`config.mk`:
```
export PLATFORM = sky130hd
export DESIGN_NAME = tdc_meas_ctrl
export DESIGN_NICKNAME = d
export VERILOG_FILES = /design/src/rtl/tdc_meas_ctrl.sv
export SDC_FILE = /design/constraint.sdc
export NUM_CORES = 1
export LEC_CHECK = 0
export CORE_MARGIN = 3
export CORE_UTILIZATION = 30
export DETAILED_ROUTE_END_ITERATION = 8
export PLACE_DENSITY = 0.43
export SLEW_MARGIN = 40
export SYNTH_ARGS = -nofsm -noshare
export SYNTH_HDL_FRONTEND = slang
export SYNTH_SLANG_ARGS = --single-unit
```
`constraint.sdc`:
```
create_clock -name clk100 -period 5.16 [get_ports clk100]
set_clock_uncertainty 0.2 [all_clocks]
set_input_delay 1.032 -clock clk100 [delete_from_list [all_inputs] [get_ports clk100]]
set_output_delay 1.032 -clock clk100 [all_outputs]
set_load 0.005 [all_outputs]
```
`src/rtl/tdc_meas_ctrl.sv`:
```
// tdc_meas_ctrl -- time-to-digital measurement controller.
//
// A start event opens a window. A coarse counter counts clk100 cycles until
// a stop hit arrives from the 4-phase fine sampler, or until the window times
// out. The result word {tmo, coarse, phase} is pushed into a small result
// FIFO that the consumer drains with a valid/ready handshake.
//
// Ports:
//   clk100      measurement clock, all logic on the rising edge
//   rst_n       asynchronous active-low reset
//   ena         controller enable; dropping it in ARMED aborts the window
//   evt_start   one-cycle pulse that opens a window (accepted only in IDLE)
//   hit_valid   one-cycle stop-hit pulse (used only in ARMED)
//   hit_phase   fine phase code, valid with hit_valid
//   rd_ready    consumer accepts the head result
//   clr_ovf     one-cycle pulse clearing the overflow flag
//   rd_valid    head result available
//   rd_data     head result {tmo, coarse[CNT_W-1:0], phase[1:0]}, 0 when empty
//   fifo_count  number of stored results, 0..DEPTH
//   busy        controller is not in IDLE
//   overflow    sticky: a result was dropped because the FIFO was full
module tdc_meas_ctrl #(
    parameter int DEPTH   = 4,
    parameter int CNT_W   = 8,
    parameter int TIMEOUT = 200
) (
    input  logic                     clk100,
    input  logic                     rst_n,
    input  logic                     ena,
    input  logic                     evt_start,
    input  logic                     hit_valid,
    input  logic [1:0]               hit_phase,
    input  logic                     rd_ready,
    input  logic                     clr_ovf,
    output logic                     rd_valid,
    output logic [CNT_W+2:0]         rd_data,
    output logic [$clog2(DEPTH):0]   fifo_count,
    output logic                     busy,
    output logic                     overflow
);

    localparam int W  = CNT_W + 3;
    localparam int AW = (DEPTH > 1) ? $clog2(DEPTH) : 1;
    localparam int CW = $clog2(DEPTH) + 1;
    localparam logic [CNT_W-1:0] TMO_LAST = CNT_W'(TIMEOUT - 1);

    typedef enum logic [1:0] {IDLE, ARMED, STORE} state_t;

    state_t           state, state_nxt;
    logic [CNT_W-1:0] coarse, coarse_nxt;
    logic [W-1:0]     cap, cap_nxt;

    logic [W-1:0]     mem [DEPTH];
    logic [AW-1:0]    wr_ptr, rd_ptr;
    logic             full, push, pop, drop;

    // ---------------- controller FSM ----------------
    always_ff @(posedge clk100 or negedge rst_n) begin
        if (!rst_n) begin
            state  <= IDLE;
            coarse <= '0;
            cap    <= '0;
        end else begin
            state  <= state_nxt;
            coarse <= coarse_nxt;
            cap    <= cap_nxt;
        end
    end

    always_comb begin
        state_nxt  = state;
        coarse_nxt = coarse;
        cap_nxt    = cap;
        unique case (state)
            IDLE: begin
                if (ena && evt_start) begin
                    state_nxt  = ARMED;
                    coarse_nxt = '0;
                end
            end
            ARMED: begin
                // Abort beats capture; a hit beats a timeout in the same cycle.
                if (!ena) begin
                    state_nxt = IDLE;
                end else if (hit_valid) begin
                    cap_nxt   = {1'b0, coarse, hit_phase};
                    state_nxt = STORE;
                end else if (coarse == TMO_LAST) begin
                    cap_nxt   = {1'b1, coarse, 2'b00};
                    state_nxt = STORE;
                end else begin
                    coarse_nxt = coarse + 1'b1;
                end
            end
            STORE:   state_nxt = IDLE;
            default: state_nxt = IDLE;
        endcase
    end

    assign busy = (state != IDLE);

    // ---------------- result FIFO ----------------
    assign rd_valid = (fifo_count != '0);
    assign full     = (fifo_count == CW'(DEPTH));
    assign pop      = rd_valid && rd_ready;
    // A pop in the STORE cycle frees a slot, so a full FIFO still accepts.
    assign push     = (state == STORE) && (!full || pop);
    assign drop     = (state == STORE) && full && !pop;
    assign rd_data  = rd_valid ? mem[rd_ptr] : '0;

    function automatic logic [AW-1:0] ptr_inc(input logic [AW-1:0] p);
        return (p == AW'(DEPTH - 1)) ? '0 : p + 1'b1;
    endfunction

    // Storage needs no reset: rd_data is masked while the FIFO is empty.
    always_ff @(posedge clk100) begin
        if (push) mem[wr_ptr] <= cap;
    end

    always_ff @(posedge clk100 or negedge rst_n) begin
        if (!rst_n) begin
            wr_ptr     <= '0;
            rd_ptr     <= '0;
            fifo_count <= '0;
            overflow   <= 1'b0;
        end else begin
            if (push) wr_ptr <= ptr_inc(wr_ptr);
            if (pop)  rd_ptr <= ptr_inc(rd_ptr);
            unique case ({push, pop})
                2'b10:   fifo_count <= fifo_count + 1'b1;
                2'b01:   fifo_count <= fifo_count - 1'b1;
                default: fifo_count <= fifo_count;
            endcase
            if (drop)         overflow <= 1'b1;
            else if (clr_ovf) overflow <= 1'b0;
        end
    end

endmodule

```
## After elaboration in Yosys (flattened, before gate mapping)

Memories as Yosys holds them, arrays and structs flattened.
Index checks and enable logic that the tools add are counted.

| word-level totals | value |
|---|---|
| register bits | 29 |
| bits in writable memories | 44 |
| memories kept | 1 |

Memories:

| name | depth | width | read ports | clocked after Yosys merged registers in | wr ports | line | text |
|---|---|---|---|---|---|---|---|
| mem | 4 | 11 | 1 | 0 | 1 | 53 | `logic [W-1:0] mem [DEPTH];` |

| cells by class | value |
|---|---|
| add/sub/neg operators | 5 |
| equality and inequality tests | 13 |
| multiplexer cells | 20 |
| reduce and logical (&&, ||, !) cells | 18 |

Operators by type and width:

| cell | number |
|---|---|
| two-way mux 11 bit | 3 |
| two-way mux 8 bit | 4 |
| one-hot mux 8 bit (2 select lines) | 1 |
| two-way mux 2 bit | 6 |
| nonzero test 2 bit | 5 |
| adder 8 x 1 -> 8 bit (second input constant) | 1 |
| == test 2 bit (second input constant) | 4 |
| == test 8 bit (second input constant) | 1 |
| inequality test 2 bit (second input constant) | 4 |
| one-hot mux 3 bit (2 select lines) | 1 |
| logical AND 1 bit | 5 |
| AND reduction 5 bit | 1 |
| adder 2 x 1 -> 2 bit (second input constant) | 2 |
| == test 2 x 1 -> 1 bit (second input constant) | 2 |
| two-way mux 1 bit | 4 |
| inequality test 4 bit (second input constant) | 1 |
| one-hot mux 2 bit (2 select lines) | 1 |
| adder 3 x 1 -> 3 bit (second input constant) | 1 |
| == test 3 bit (second input constant) | 1 |
| AND reduction 3 bit | 1 |
| nonzero test 3 bit | 1 |
| subtractor 3 x 1 -> 3 bit (second input constant) | 1 |
| logical NOT 1 bit | 2 |
| logical NOT 2 bit | 1 |
| other kinds (2) | 2 |

## Depth between registers and ports, before layout

| logic depth | value |
|---|---|
| depth after elaboration | 6 |
| mapped depth | 7 |
| mapped depth without buffers | 7 |

## Worst setup path after synthesis

No wires, ideal clock.

| timing | value |
|---|---|
| path type | register to output |
| start point | reg rd_ptr[0] |
| end point | out rd_data[2] |
| data arrival time | 1.417 ns |
| required time | 3.928 ns |
| setup slack | 2.511 ns |
| stages on the path, launching flop included | 4 |
| buffers on the path | 1 |
| cell sequence | dfrtp_1 > buf_2 > mux4_2 > and2_1 |

| on the way | value |
|---|---|
| longest elaborated chain between the ends | 2 |

Ends and longest elaborated chain:

| item | line | text |
|---|---|---|
| start, declared | 54 | `logic [AW-1:0] wr_ptr, rd_ptr;` |
| start signal, assigned | 128 | `if (pop) rd_ptr <= ptr_inc(rd_ptr);` |
| memory (4 x 11 bit) | - |  |
| two-way mux 11 bit | 109 | `assign rd_data = rd_valid ? mem[rd_ptr] : '0;` |
| end, declared | 36 | `output logic [CNT_W+2:0] rd_data,` |

Every way passes these cells.

## Final worst setup path

| timing | value |
|---|---|
| start point | reg rd_ptr[0] |
| end point | out rd_data[5] |

The elaborated chain is that of the path after synthesis.

==> results.toml <==
[sta]
relSlewSlack_pct = 60.4
rsz0062_at_grt = "false"
tightest_slew_ns = 0.593
slew_viol_final = 0
setup_violations = 0
setup_tns_ns = 0
period_needed_ns = 3.39
timing.final.crit_share_pct = 65.8
finalHoldViolations = 0
max_freq_mhz = 295

[detailed_routing]
wl_per_cell_um = 15.4
route.final.wire_length_um = 5840
remaining_drc_errors = 0
viasPerCell = 4.54
drt_iter0_drc = 79
ant_nets = 0
vias = 1720
drt_pass1_iterations = 4

[place]
numPortBuffers = 25
hpwl_um = 4020
gp_congestion = 0.737

[floorplanning]
fp.dieW_um = 108
io_pins = 26
core_um2 = 9950
die_h_um = 108
start_util_pct = 31.4
dieArea_um2 = 11700
rows = 36

[synth]
synth_flop_cell = "edfxtp_1"
synth_most_common_cell = "edfxtp_1"
synth_area_per_cell_um2 = 14.8
synth_cell_type_count = 42
synth.area.top_cells = "edfxtp_1 42%, dfrtp_1 23%, mux4_2 7.9%, and2_1 3.4%, ha_1 2.4%"
synth_edf_count = 44
synth_seq_area_share_pct = 65.5
synth_area_um2 = 3120
synth-async-reset-ratio_pct = 39.7
synth_cells = 211
synthTopCellsByCount = "44 x edfxtp_1, 29 x dfrtp_1, 20 x nand2_1"
synth_nets = 227
synth_top_area_share_pct = 42.3
synth_area_leader_cell = "edfxtp_1"
ys_ff_latch = 73
ys_warn_count = 0

[clock_network]
post_cts_resize_count = 0
clkSinkCount = 73
clockBufferDepth = 2
cts_buffers = 9
cts_setup_buffers = 0
htree_num_levels = 3
clkTransAtPathRegs_ns = 0.08
ctsHoldBuffers = 0
clock_latency_ns = 0.33
ctsRootBufferMaster = "clkbuf_8"
cts_tree = "done"

[cells_and_area]
syn_to_final_growth_pct = 19.5
multiInputGateArea_um2 = 1010
final_nets = 257
seqCellArea_um2 = 2050
utilization_pct = 37.5
diodes = 0
final.fill_count = 943
drive_gt1_share_pct = 13.8

[worst_setup_path]
crit_required_ns = 3.93
crit_arrival_ns = 2.16
worstSetupPathType = "reg2out"
cp_max_fo = 14
endpoint_kind = "output pin"
cp-start-kind = "flop"

[grt]
antenna_found_initial = 0
grt_max_degree = 30
grt_pass1_vias = 1731
globalRoute.totalOverflow = 0
grt_pass1_wl_um = 9570
grt.total_usage_pct = 10.8

[power]
ir_worst_vdd_v = 0.000166
power_switching_w = 0.000467
combPwrFrac_pct = 27.2
internal_power_w = 0.00125
p_seq_share_pct = 44.4
leakage_nw = 1.41
powerDensity_nw_per_um2 = 461
power_switching_share_pct = 27.2
clkPwrFrac_pct = 28.3

[hold_path]
worstHoldPathType = "reg2reg"

[outcome]
status = "completed"

[job]
cap_viol_max_count = 0
layout make-up:
class / count / area share, %
Multi-Input combinational cell: 122 / 27.0
Clock buffer: 9 / 3.32
Tap cell: 133 / 4.46
Clock inverter: 7 / 2.55
Sequential cell: 73 / 54.8
Timing Repair Buffer: 26 / 6.90
Inverter: 9 / 0.905
flip-flops by register name, summed over array words and instances, names as in the netlist:
register / count
cap: 11
coarse: 8
fifo_count: 3
mem: 44
overflow: 1
rd_ptr: 2
state: 2
wr_ptr: 2
logic make-up after synthesis:
group,Yosys count,synth area share (%)
flops,73,65.5
simple gates,66,11.5
compound gates,27,6.21
mux,18,10.4
buf+inv,16,2.28
fa+ha+maj,7,3.04
xor+xnor,4,1.12
per-stage QoR:
step	power (W)	hold WS (ns)	cells	setup WS [ns]	area, µm²
floorplan	0.00103	0.272	211	2.51	3120
global placement	0.00126	0.323	363	1.71	3510
detailed placement	0.00126	0.327	363	1.62	3510
CTS	0.00175	0.337	379	1.42	3730
global route	0.00183	0.365	379	1.62	3730
finish	0.00172	0.334	379	1.77	3730
worst max-delay path, cell delays in order, from the launching register on:
cell,delay [ns]
dfrtp_2,0.64
mux4_2,0.57
and2_1,0.17
clkdlybuf4s50_1,0.45
power by group through the flow:
stage / combinational, W / clock, W / sequential [W]
5_1_grt: 0.000522 / 0.000528 / 0.000783
6_report: 0.000468 / 0.000488 / 0.000765
2_1_floorplan: 0.000300 / 0 / 0.000726
4_1_cts: 0.000480 / 0.000502 / 0.000769
3_5_place_dp: 0.000478 / 0 / 0.000782
3_3_place_gp: 0.000478 / 0 / 0.000782
worst paths after layout:
check	slack (ns)	cells past startpoint	start	end
min	0.33	2	overflow$_DFFE_PN0P_	overflow$_DFFE_PN0P_
min reg2reg	0.33	2	overflow$_DFFE_PN0P_	overflow$_DFFE_PN0P_
max	1.77	3	rd_ptr[0]$_DFFE_PN0P_	rd_data[5]
max reg2reg	2.55	7	fifo_count[1]$_DFFE_PN0P_	fifo_count[1]$_DFFE_PN0P_
min in group asynchronous	0.89	2	rst_n	coarse[7]$_DFFE_PN0P_
max in group asynchronous	3.56	2	rst_n	rd_ptr[0]$_DFFE_PN0P_
per-layer routing:
layer	vias up	part of all wire (%)	wire length, µm	track usage [%]
met1	842	52	3050	16.1
met4	0	1.1	66	4.60
met5	-	0	0	0
li1	840	-	-	-
met2	31	43	2520	15.4
met3	7	3.4	198	2.09
cell usage in the layout (no fill, tap or decap), types with 2 or more instances in the layout:
master           instances
a21oi_1                  4
o21ai_1                  2
xnor2_1                  4
edfxtp_1                44
nor2_1                   7
o21ai_0                  6
clkinv_4                 3
mux2_1                   5
a22o_1                   5
nand3_1                  5
bufinv_16                2
mux4_2                  11
ha_1                     6
nor3_1                   3
or3_1                    3
clkdlybuf4s50_1         25
mux2i_1                  2
and2_1                  17
clkbuf_8                 9
nand2_1                 20
inv_1                    9
dfrtp_1                 28
o211ai_1                 2
Power figures use the tool's default switching activity.
